[config.mk]
export PLATFORM = sky130hd
export DESIGN_NAME = uart_inst_loader_flat
export DESIGN_NICKNAME = d
export VERILOG_FILES = /design/src/rtl/uart_inst_loader_if.sv /design/src/rtl/uart_inst_loader.sv /design/src/flat_wrapper.sv
export SDC_FILE = /design/constraint.sdc
export NUM_CORES = 1
export LEC_CHECK = 0
export ABC_AREA = 1
export BUFFER_PORTS_ARGS = -buffer_cell sky130_fd_sc_hd__buf_4
export CAP_MARGIN = 15
export CORE_MARGIN = 2
export CORE_UTILIZATION = 30
export CTS_CLUSTER_SIZE = 10
export DETAILED_ROUTE_END_ITERATION = 8
export SYNTH_ARGS = -nofsm -noshare
export SYNTH_HDL_FRONTEND = slang
export SYNTH_SLANG_ARGS = --single-unit
[constraint.sdc]
create_clock -name clk -period 1.9 [get_ports clk]
set_clock_uncertainty 0.15 [all_clocks]
set_input_delay 0.38 -clock clk [delete_from_list [all_inputs] [get_ports clk]]
set_output_delay 0.38 -clock clk [all_outputs]
set_load 0.005 [all_outputs]
[src/rtl/uart_inst_loader_if.sv]
// Loader-side bundle: serial line and enable in; instruction-memory write port and status out.
interface uart_inst_loader_if #(parameter int ADDR_W = 8);
  logic              rx;
  logic              en;
  logic              wr_en;
  logic [ADDR_W-1:0] wr_addr;
  logic [31:0]       wr_data;
  logic              busy;
  logic              done;
  logic              frame_err;
  logic              chk_err;

  modport slave  (input rx, en, output wr_en, wr_addr, wr_data, busy, done, frame_err, chk_err);
  modport master (output rx, en, input wr_en, wr_addr, wr_data, busy, done, frame_err, chk_err);
endinterface

[src/rtl/uart_inst_loader.sv]
// UART 8N1 program loader: packs bytes big-endian into 32-bit words and writes them to imem.
// Optional trailing XOR checksum byte enabled by defining LOADER_CHECKSUM_EN.
module uart_inst_loader #(
  parameter int CLK_FREQ  = 50000000,
  parameter int BAUD      = 115200,
  parameter int ADDR_W    = 8,
  parameter int NUM_WORDS = 256
) (
  input  logic               clk,
  input  logic               rst,
  uart_inst_loader_if.slave  bus
);
  localparam int CPB  = CLK_FREQ / BAUD;
  localparam int HALF = CPB / 2;
  localparam int CW   = $clog2(CPB + 1);
  localparam int WCW  = $clog2(NUM_WORDS + 1);

  localparam logic [1:0] S_IDLE  = 2'd0;
  localparam logic [1:0] S_START = 2'd1;
  localparam logic [1:0] S_DATA  = 2'd2;
  localparam logic [1:0] S_STOP  = 2'd3;

  logic              r_sync1, r_rx_s;
  logic [1:0]        r_state;
  logic [CW-1:0]     r_cnt;
  logic [2:0]        r_bit;
  logic [7:0]        r_shift;
  logic [1:0]        r_idx;
  logic [23:0]       r_word;
  logic              r_wr_en;
  logic [ADDR_W-1:0] r_addr;
  logic [31:0]       r_wr_data;
  logic [WCW-1:0]    r_wcnt;
  logic              r_done;
  logic              r_ferr;
  logic              w_tick, w_half, w_ck_phase;

`ifdef LOADER_CHECKSUM_EN
  logic [7:0] r_xor;
  logic       r_chk_err;
  assign w_ck_phase  = (r_wcnt == WCW'(NUM_WORDS));
  assign bus.chk_err = r_chk_err;
`else
  assign w_ck_phase  = 1'b0;
  assign bus.chk_err = 1'b0;
`endif

  assign w_tick = (r_cnt == CW'(CPB - 1));
  assign w_half = (r_cnt == CW'(HALF - 1));

  always_ff @(posedge clk or negedge rst) begin
    if (!rst) begin
      r_sync1 <= 1'b1;
      r_rx_s  <= 1'b1;
    end else begin
      r_sync1 <= bus.rx;
      r_rx_s  <= r_sync1;
    end
  end

  always_ff @(posedge clk or negedge rst) begin
    if (!rst) begin
      r_state   <= S_IDLE;
      r_cnt     <= '0;
      r_bit     <= '0;
      r_shift   <= '0;
      r_idx     <= '0;
      r_word    <= '0;
      r_wr_en   <= 1'b0;
      r_addr    <= '0;
      r_wr_data <= '0;
      r_wcnt    <= '0;
      r_done    <= 1'b0;
      r_ferr    <= 1'b0;
`ifdef LOADER_CHECKSUM_EN
      r_xor     <= '0;
      r_chk_err <= 1'b0;
`endif
    end else begin
      r_wr_en <= 1'b0;
      // Dropping en abandons the frame and any partial word, but keeps the address.
      if (!bus.en) begin
        r_state <= S_IDLE;
        r_idx   <= '0;
      end else begin
        case (r_state)
          S_IDLE: if (!r_rx_s && !r_done) begin
            r_state <= S_START;
            r_cnt   <= '0;
          end
          S_START: if (w_half) begin
            r_cnt   <= '0;
            r_bit   <= '0;
            r_state <= r_rx_s ? S_IDLE : S_DATA;
          end else r_cnt <= r_cnt + CW'(1);
          S_DATA: if (w_tick) begin
            r_cnt   <= '0;
            r_shift <= {r_rx_s, r_shift[7:1]};
            r_bit   <= r_bit + 3'd1;
            if (r_bit == 3'd7) r_state <= S_STOP;
          end else r_cnt <= r_cnt + CW'(1);
          S_STOP: if (w_tick) begin
            r_state <= S_IDLE;
            r_cnt   <= '0;
            if (!r_rx_s) begin
              r_ferr <= 1'b1;
              r_idx  <= '0;
            end else if (w_ck_phase) begin
`ifdef LOADER_CHECKSUM_EN
              r_done    <= 1'b1;
              r_chk_err <= (r_shift != r_xor);
`endif
            end else begin
              r_idx <= r_idx + 2'd1;
              case (r_idx)
                2'd0: r_word[23:16] <= r_shift;
                2'd1: r_word[15:8]  <= r_shift;
                2'd2: r_word[7:0]   <= r_shift;
                default: begin
                  r_wr_en   <= 1'b1;
                  r_wr_data <= {r_word, r_shift};
`ifdef LOADER_CHECKSUM_EN
                  r_xor <= r_xor ^ r_word[23:16] ^ r_word[15:8] ^ r_word[7:0] ^ r_shift;
`endif
                end
              endcase
            end
          end else r_cnt <= r_cnt + CW'(1);
          default: r_state <= S_IDLE;
        endcase
      end

      if (r_wr_en) begin
        r_addr <= r_addr + ADDR_W'(1);
        r_wcnt <= r_wcnt + WCW'(1);
`ifndef LOADER_CHECKSUM_EN
        if (r_wcnt == WCW'(NUM_WORDS - 1)) r_done <= 1'b1;
`endif
      end
    end
  end

  assign bus.wr_en     = r_wr_en;
  assign bus.wr_addr   = r_addr;
  assign bus.wr_data   = r_wr_data;
  assign bus.busy      = (r_state != S_IDLE) || (r_idx != 2'd0);
  assign bus.done      = r_done;
  assign bus.frame_err = r_ferr;
endmodule

[src/flat_wrapper.sv]
// flat-port wrapper written by rule: the top's interface ports become plain ports
module uart_inst_loader_flat 
#(
  parameter int CLK_FREQ  = 50000000,
  parameter int BAUD      = 115200,
  parameter int ADDR_W    = 8,
  parameter int NUM_WORDS = 256
)
  (clk, rst, bus_rx, bus_en, bus_wr_en, bus_wr_addr, bus_wr_data, bus_busy, bus_done, bus_frame_err, bus_chk_err);
  uart_inst_loader_if #(.ADDR_W(ADDR_W)) bus_i ();
  input  logic clk;
  input  logic rst;
  input wire logic [$bits(bus_i.rx)-1:0] bus_rx;
  input wire logic [$bits(bus_i.en)-1:0] bus_en;
  output wire logic [$bits(bus_i.wr_en)-1:0] bus_wr_en;
  output wire logic [$bits(bus_i.wr_addr)-1:0] bus_wr_addr;
  output wire logic [$bits(bus_i.wr_data)-1:0] bus_wr_data;
  output wire logic [$bits(bus_i.busy)-1:0] bus_busy;
  output wire logic [$bits(bus_i.done)-1:0] bus_done;
  output wire logic [$bits(bus_i.frame_err)-1:0] bus_frame_err;
  output wire logic [$bits(bus_i.chk_err)-1:0] bus_chk_err;
  assign bus_i.rx = bus_rx;
  assign bus_i.en = bus_en;
  assign bus_wr_en = bus_i.wr_en;
  assign bus_wr_addr = bus_i.wr_addr;
  assign bus_wr_data = bus_i.wr_data;
  assign bus_busy = bus_i.busy;
  assign bus_done = bus_i.done;
  assign bus_frame_err = bus_i.frame_err;
  assign bus_chk_err = bus_i.chk_err;
  uart_inst_loader #(.CLK_FREQ(CLK_FREQ), .BAUD(BAUD), .ADDR_W(ADDR_W), .NUM_WORDS(NUM_WORDS)) u_core (.clk(clk), .rst(rst), .bus(bus_i));
endmodule
# Yosys cells after proc, flatten, opt, wreduce, memory -nomap -nowiden
# Cells that the tools add are included.
# classes
n_addsub	5
n_eq_ne	19
muxes	24
bitwise	2
n_reduce_logical	22
# ops
operator	n
$mux W9	3
$pmux W9 S3	1
$reduce_and A5 Y1	5
$mux W2	11
$add A9 B1 Y9 const B	2
$eq A9 B8 Y1 const B	2
$ne A3 B2 Y1 const B	5
$ne A2 B1 Y1 const B	5
$eq A9 B9 Y1 const B	1
$add A8 B1 Y8 const B	1
$pmux W2 S4	1
$reduce_and A4 Y1	2
$eq A2 B2 Y1 const B	3
$mux W3	2
$pmux W3 S2	1
$reduce_and A2 Y1	3
$reduce_bool A2 Y1	3
$mux W1	5
$eq A2 B1 Y1 const B	2
$logic_not A2 Y1	2
$add A3 B1 Y3 const B	1
$eq A3 B3 Y1 const B	1
$reduce_and A3 Y1	1
$reduce_or A3 Y1	1
other kinds (6)	8
# word_totals
reg_bits	102
in_bits	4
out_inout_bits	45
word_cells	88

# Logic depth before layout (Yosys ltp)
# depth
ltp_word	7
depth_mapped	11
mapped_depth_nobuf	11

# Worst setup path after synthesis
# Ideal clock, no wire load.
# synth_timing
path_kind	register to register
from	reg u_core.r_cnt[1]
to	reg u_core.r_wr_data[10] (netlist: u_core.bus.wr_data[10])
setup_ns	0.116
arrival_time_ns	1.594
required_ns	1.634
setup_slack_ns	0.040
path_stages_with_launch	11
n_path_buf	1
synth_period_minus_slack_ns	1.860
path_cell_list	dfrtp_1 inv_1 ha_1 nand2_1 nor2_1 nand3_2 nor3_4 nand2_1 clkbuf_1 nand2_1 nand2_1
# synth_via
elab_chain_len	2
# synth_rtl
element	line_no	rtl
start: declaration	uart_inst_loader.sv:25	logic [CW-1:0] r_cnt;
start signal: assignment	uart_inst_loader.sv:95	end else r_cnt <= r_cnt + CW'(1);
start signal: assignment	uart_inst_loader.sv:101	end else r_cnt <= r_cnt + CW'(1);
start signal: assignment	uart_inst_loader.sv:128	end else r_cnt <= r_cnt + CW'(1);
$eq A9 B9 Y1	uart_inst_loader.sv:48	assign w_tick = (r_cnt == CW'(CPB - 1));
$reduce_and A5 Y1 (no source line)	-	
end signal: assignment	uart_inst_loader.sv:121	r_wr_data <= {r_word, r_shift};
end: declaration	uart_inst_loader.sv:32	logic [31:0] r_wr_data;
# Every way passes these cells.
# A chain may end at the register's enable or synchronous reset.

# Worst setup path in the final report
# layout_timing
from	reg u_core.r_cnt[1]
to	reg u_core.r_word[18]
# layout_via
elab_chain_len	2
# layout_rtl
element	line_no	rtl
$eq A9 B9 Y1	uart_inst_loader.sv:48	
$reduce_and A5 Y1 (no source line)	-	
end signal: assignment	uart_inst_loader.sv:116	2'd0: r_word[23:16] <= r_shift;
end: declaration	uart_inst_loader.sv:29	logic [23:0] r_word;
# Every way passes these cells.

==> results.json <==
{
  "clk_path_buf_depth": 2,
  "crit_fanout": 8,
  "wire_per_inst_um": 13.3,
  "crit_arrival_ns": 1.98,
  "worstSetupEndpointType": "flop",
  "pin_count": 49,
  "final_nets": 581,
  "drt-total-wl_um": 9890,
  "wl_met3_um": 397,
  "violations": "negative setup slack",
  "met1_length_um": 4740,
  "clk_latency_ns": 0.34,
  "syn-num-nets": 497,
  "synth_common_cells": "181 x nand2_1, 100 x dfrtp_1, 48 x o21ai_0",
  "wl_met2_um": 4590,
  "dpl.cell_count": 714,
  "die_w_um": 124,
  "synth_top_area_frac": 0.576,
  "cts.sinks": 102,
  "cts_tree": "yes",
  "dpl.hpwl_um": 6300,
  "async_flop_share": 1.00,
  "timing.final.ws_setup_ns": -0.0191,
  "rsz0062_at_grt": "yes",
  "worstSetupPathType": "flop to flop",
  "grt_pass1_wl_um": 15600,
  "drive_above_1_share": 0.319,
  "fp.dieArea_mm2": 0.0155,
  "ys_seq_elements": 102,
  "layout.cells.non_filler": 745,
  "synth_flop_cell": "dfrtp_1",
  "run_status": "complete, but fails checks",
  "yosysMostFrequentCell": "nand2_1",
  "num_vias": 3380,
  "period_minus_slack_ns": 1.92,
  "htree_levels": 3,
  "avgSynthCellArea_um2": 9.13,
  "cts.clk_slew.worst_paths_ns": 0.07,
  "p_per_area_mw_per_mm2": 739,
  "fin_crit_sh": 1.01,
  "routed_via_density": 4.54,
  "maxCapViolCount": 0,
  "ir_drop_v": 0.000476,
  "grt_pass1_vias": 3182,
  "cp_data_required_time_ns": 1.96,
  "synthesis.area_mm2": 0.00435,
  "syn_inst": 476,
  "grt.overflow.total": 0,
  "leakage_nw": 3.13,
  "row_count": 43,
  "grt_use_total": 0.122,
  "start_util": 0.310,
  "finalSetupViolCount": 3,
  "ys_seq_area_frac": 0.588,
  "finalHoldViolations": 0,
  "drtPass1Iterations": 4,
  "reg2reg_setup_slack_ns": -0.02,
  "area_growth_syn_to_layout_pct": 37.1,
  "yosysTopAreaCell": "dfrtp_1",
  "synth.area.top_cells": "dfrtp_1 58%, nand2_1 16%, o21ai_0 5.5%",
  "drtAntennaViolNets": 0,
  "place_congestion": 0.810,
  "hp-class": "flop to flop",
  "yosys_warnings": 0,
  "port_buffers": 47,
  "die_h_um": 124,
  "core_area_mm2": 0.0140,
  "dr.max_layer_used": "met4",
  "synth-edff-count": 0,
  "drt_iter0_markers": 229,
  "fmax_ghz": 0.521,
  "drcViolationCount": 0,
  "cts_buffers": 9,
  "diodes": 0,
  "tns_ns": -0.0455,
  "cts-root-buf": "clkbuf_16",
  "finalMaxSlewViolations": 0,
  "grt_max_degree": 50,
  "synth.distinct_cells": 26,
  "critPathLaunchType": "flop",
  "antenna_found_initial": 0
}
## timing repair
action | in CTS | in global routing
gates resized for setup | 2 | 127
pin swaps | 0 | 15
setup buffers | 0 | 5
hold buffers | 1 | 1
gates cloned | 0 | 8
endpoints found under the hold margin | 30 | 1
endpoints found under the setup margin | 54 | 65
## layer usage
metal / GRT usage / up-vias
li1: - / 1675
met3: 0.0258 / 11
met4: 0.0357 / 0
met2: 0.190 / 61
met5: 0 / -
met1: 0.171 / 1633
## worst max-delay path: stages (launching register included)
cell	delay, ns
dfrtp_1	0.39
inv_2	0.08
ha_4	0.13
nand2_4	0.04
nor2_4	0.10
nand3_2	0.12
nor3_4	0.26
buf_6	0.17
nand2_4	0.07
clkbuf_16	0.16
nand2_1	0.06
o21ai_1	0.06
## registers in the layout (all words and copies together) (netlist names)
name	flops
u_core.bus.wr_data	32
u_core.r_word	24
u_core.r_cnt	9
u_core.r_wcnt	9
u_core.bus.wr_addr	8
u_core.r_shift	8
u_core.r_bit	3
u_core.r_idx	2
u_core.r_state	2
u_core.bus.done	1
u_core.bus.frame_err	1
u_core.bus.wr_en	1
u_core.r_rx_s	1
u_core.r_sync1	1
## worst paths after layout
kind                                  from                 to  cells after the start
min reg2reg                 u_core.r_sync1      u_core.r_rx_s                      0
max in group asynchronous              rst    u_core.r_bit[1]                      3
max                        u_core.r_cnt[1]  u_core.r_word[18]                     11
max reg2reg                u_core.r_cnt[1]  u_core.r_word[18]                     11
min in group asynchronous              rst  u_core.r_word[11]                      2
min                         u_core.r_sync1      u_core.r_rx_s                      0
## stage by stage
step                hold slack [ns]  cell area (um^2)  utilization  power, W  setup WS, ns
detailed placement            0.207              5120        0.365   0.00263       -0.0265
global route                  0.217              5960        0.424   0.00461        -0.139
CTS                         0.00171              5420        0.386   0.00438       0.00317
finish                        0.213              5960        0.424   0.00440       -0.0191
global placement              0.205              5120        0.365   0.00263        0.0421
floorplan                   -0.0656              4350            -   0.00244        0.0398
## cell type report
cell class              instances  area, um^2
clock buffers                  10         239
clock inverters                 6        42.5
fillers                      1313        8080
inverters                      42         163
multi-input cells             318        1870
flip-flops and latches        102        2550
well taps                     180         225
repair buffers                 87         863
## cells in the final DEF (no fill, tap or decap), types with 2 or more instances in the layout
| master | count |
|---|---|
| nand2_1 | 125 |
| dfrtp_1 | 100 |
| buf_4 | 70 |
| inv_1 | 39 |
| nand2_2 | 38 |
| o21ai_1 | 23 |
| nand2_4 | 18 |
| o21ai_0 | 16 |
| clkbuf_16 | 16 |
| ha_1 | 15 |
| nand3_1 | 14 |
| nor2_1 | 13 |
| nand4_1 | 10 |
| xor2_1 | 10 |
| o21ai_2 | 9 |
| a21oi_1 | 7 |
| buf_12 | 6 |
| xnor2_1 | 5 |
| inv_6 | 3 |
| inv_2 | 2 |
| nor2_4 | 2 |
| nor2_2 | 2 |
| ha_4 | 2 |
| clkinvlp_4 | 2 |
| clkinv_2 | 2 |
| buf_6 | 2 |
| dlygate4sd3_1 | 2 |
| dfstp_2 | 2 |
## report_power, final
part,switching (W),internal [W],leakage [nW],total (W)
logic,0.000275,0.000173,1.58,0.000448
clock network,0.000818,0.000929,0.135,0.00175
registers,0.0000171,0.00219,1.42,0.00221
total,0.00111,0.00329,3.13,0.00440
## cell families (layout without fill, tap and decap cells)
family | count (synthesis) | count (layout) | synth area share
adders and majority gates | 17 | 17 | 0.0489
and+or+nand+nor | 227 | 227 | 0.212
buffers and inverters | 56 | 145 | 0.0521
DFF | 102 | 102 | 0.588
other | 1 | 1 | 0.000862
AOI/OAI and AO/OA | 58 | 58 | 0.0682
xor gates and xnor gates | 15 | 15 | 0.0302
(Power assumes the default switching activity.)
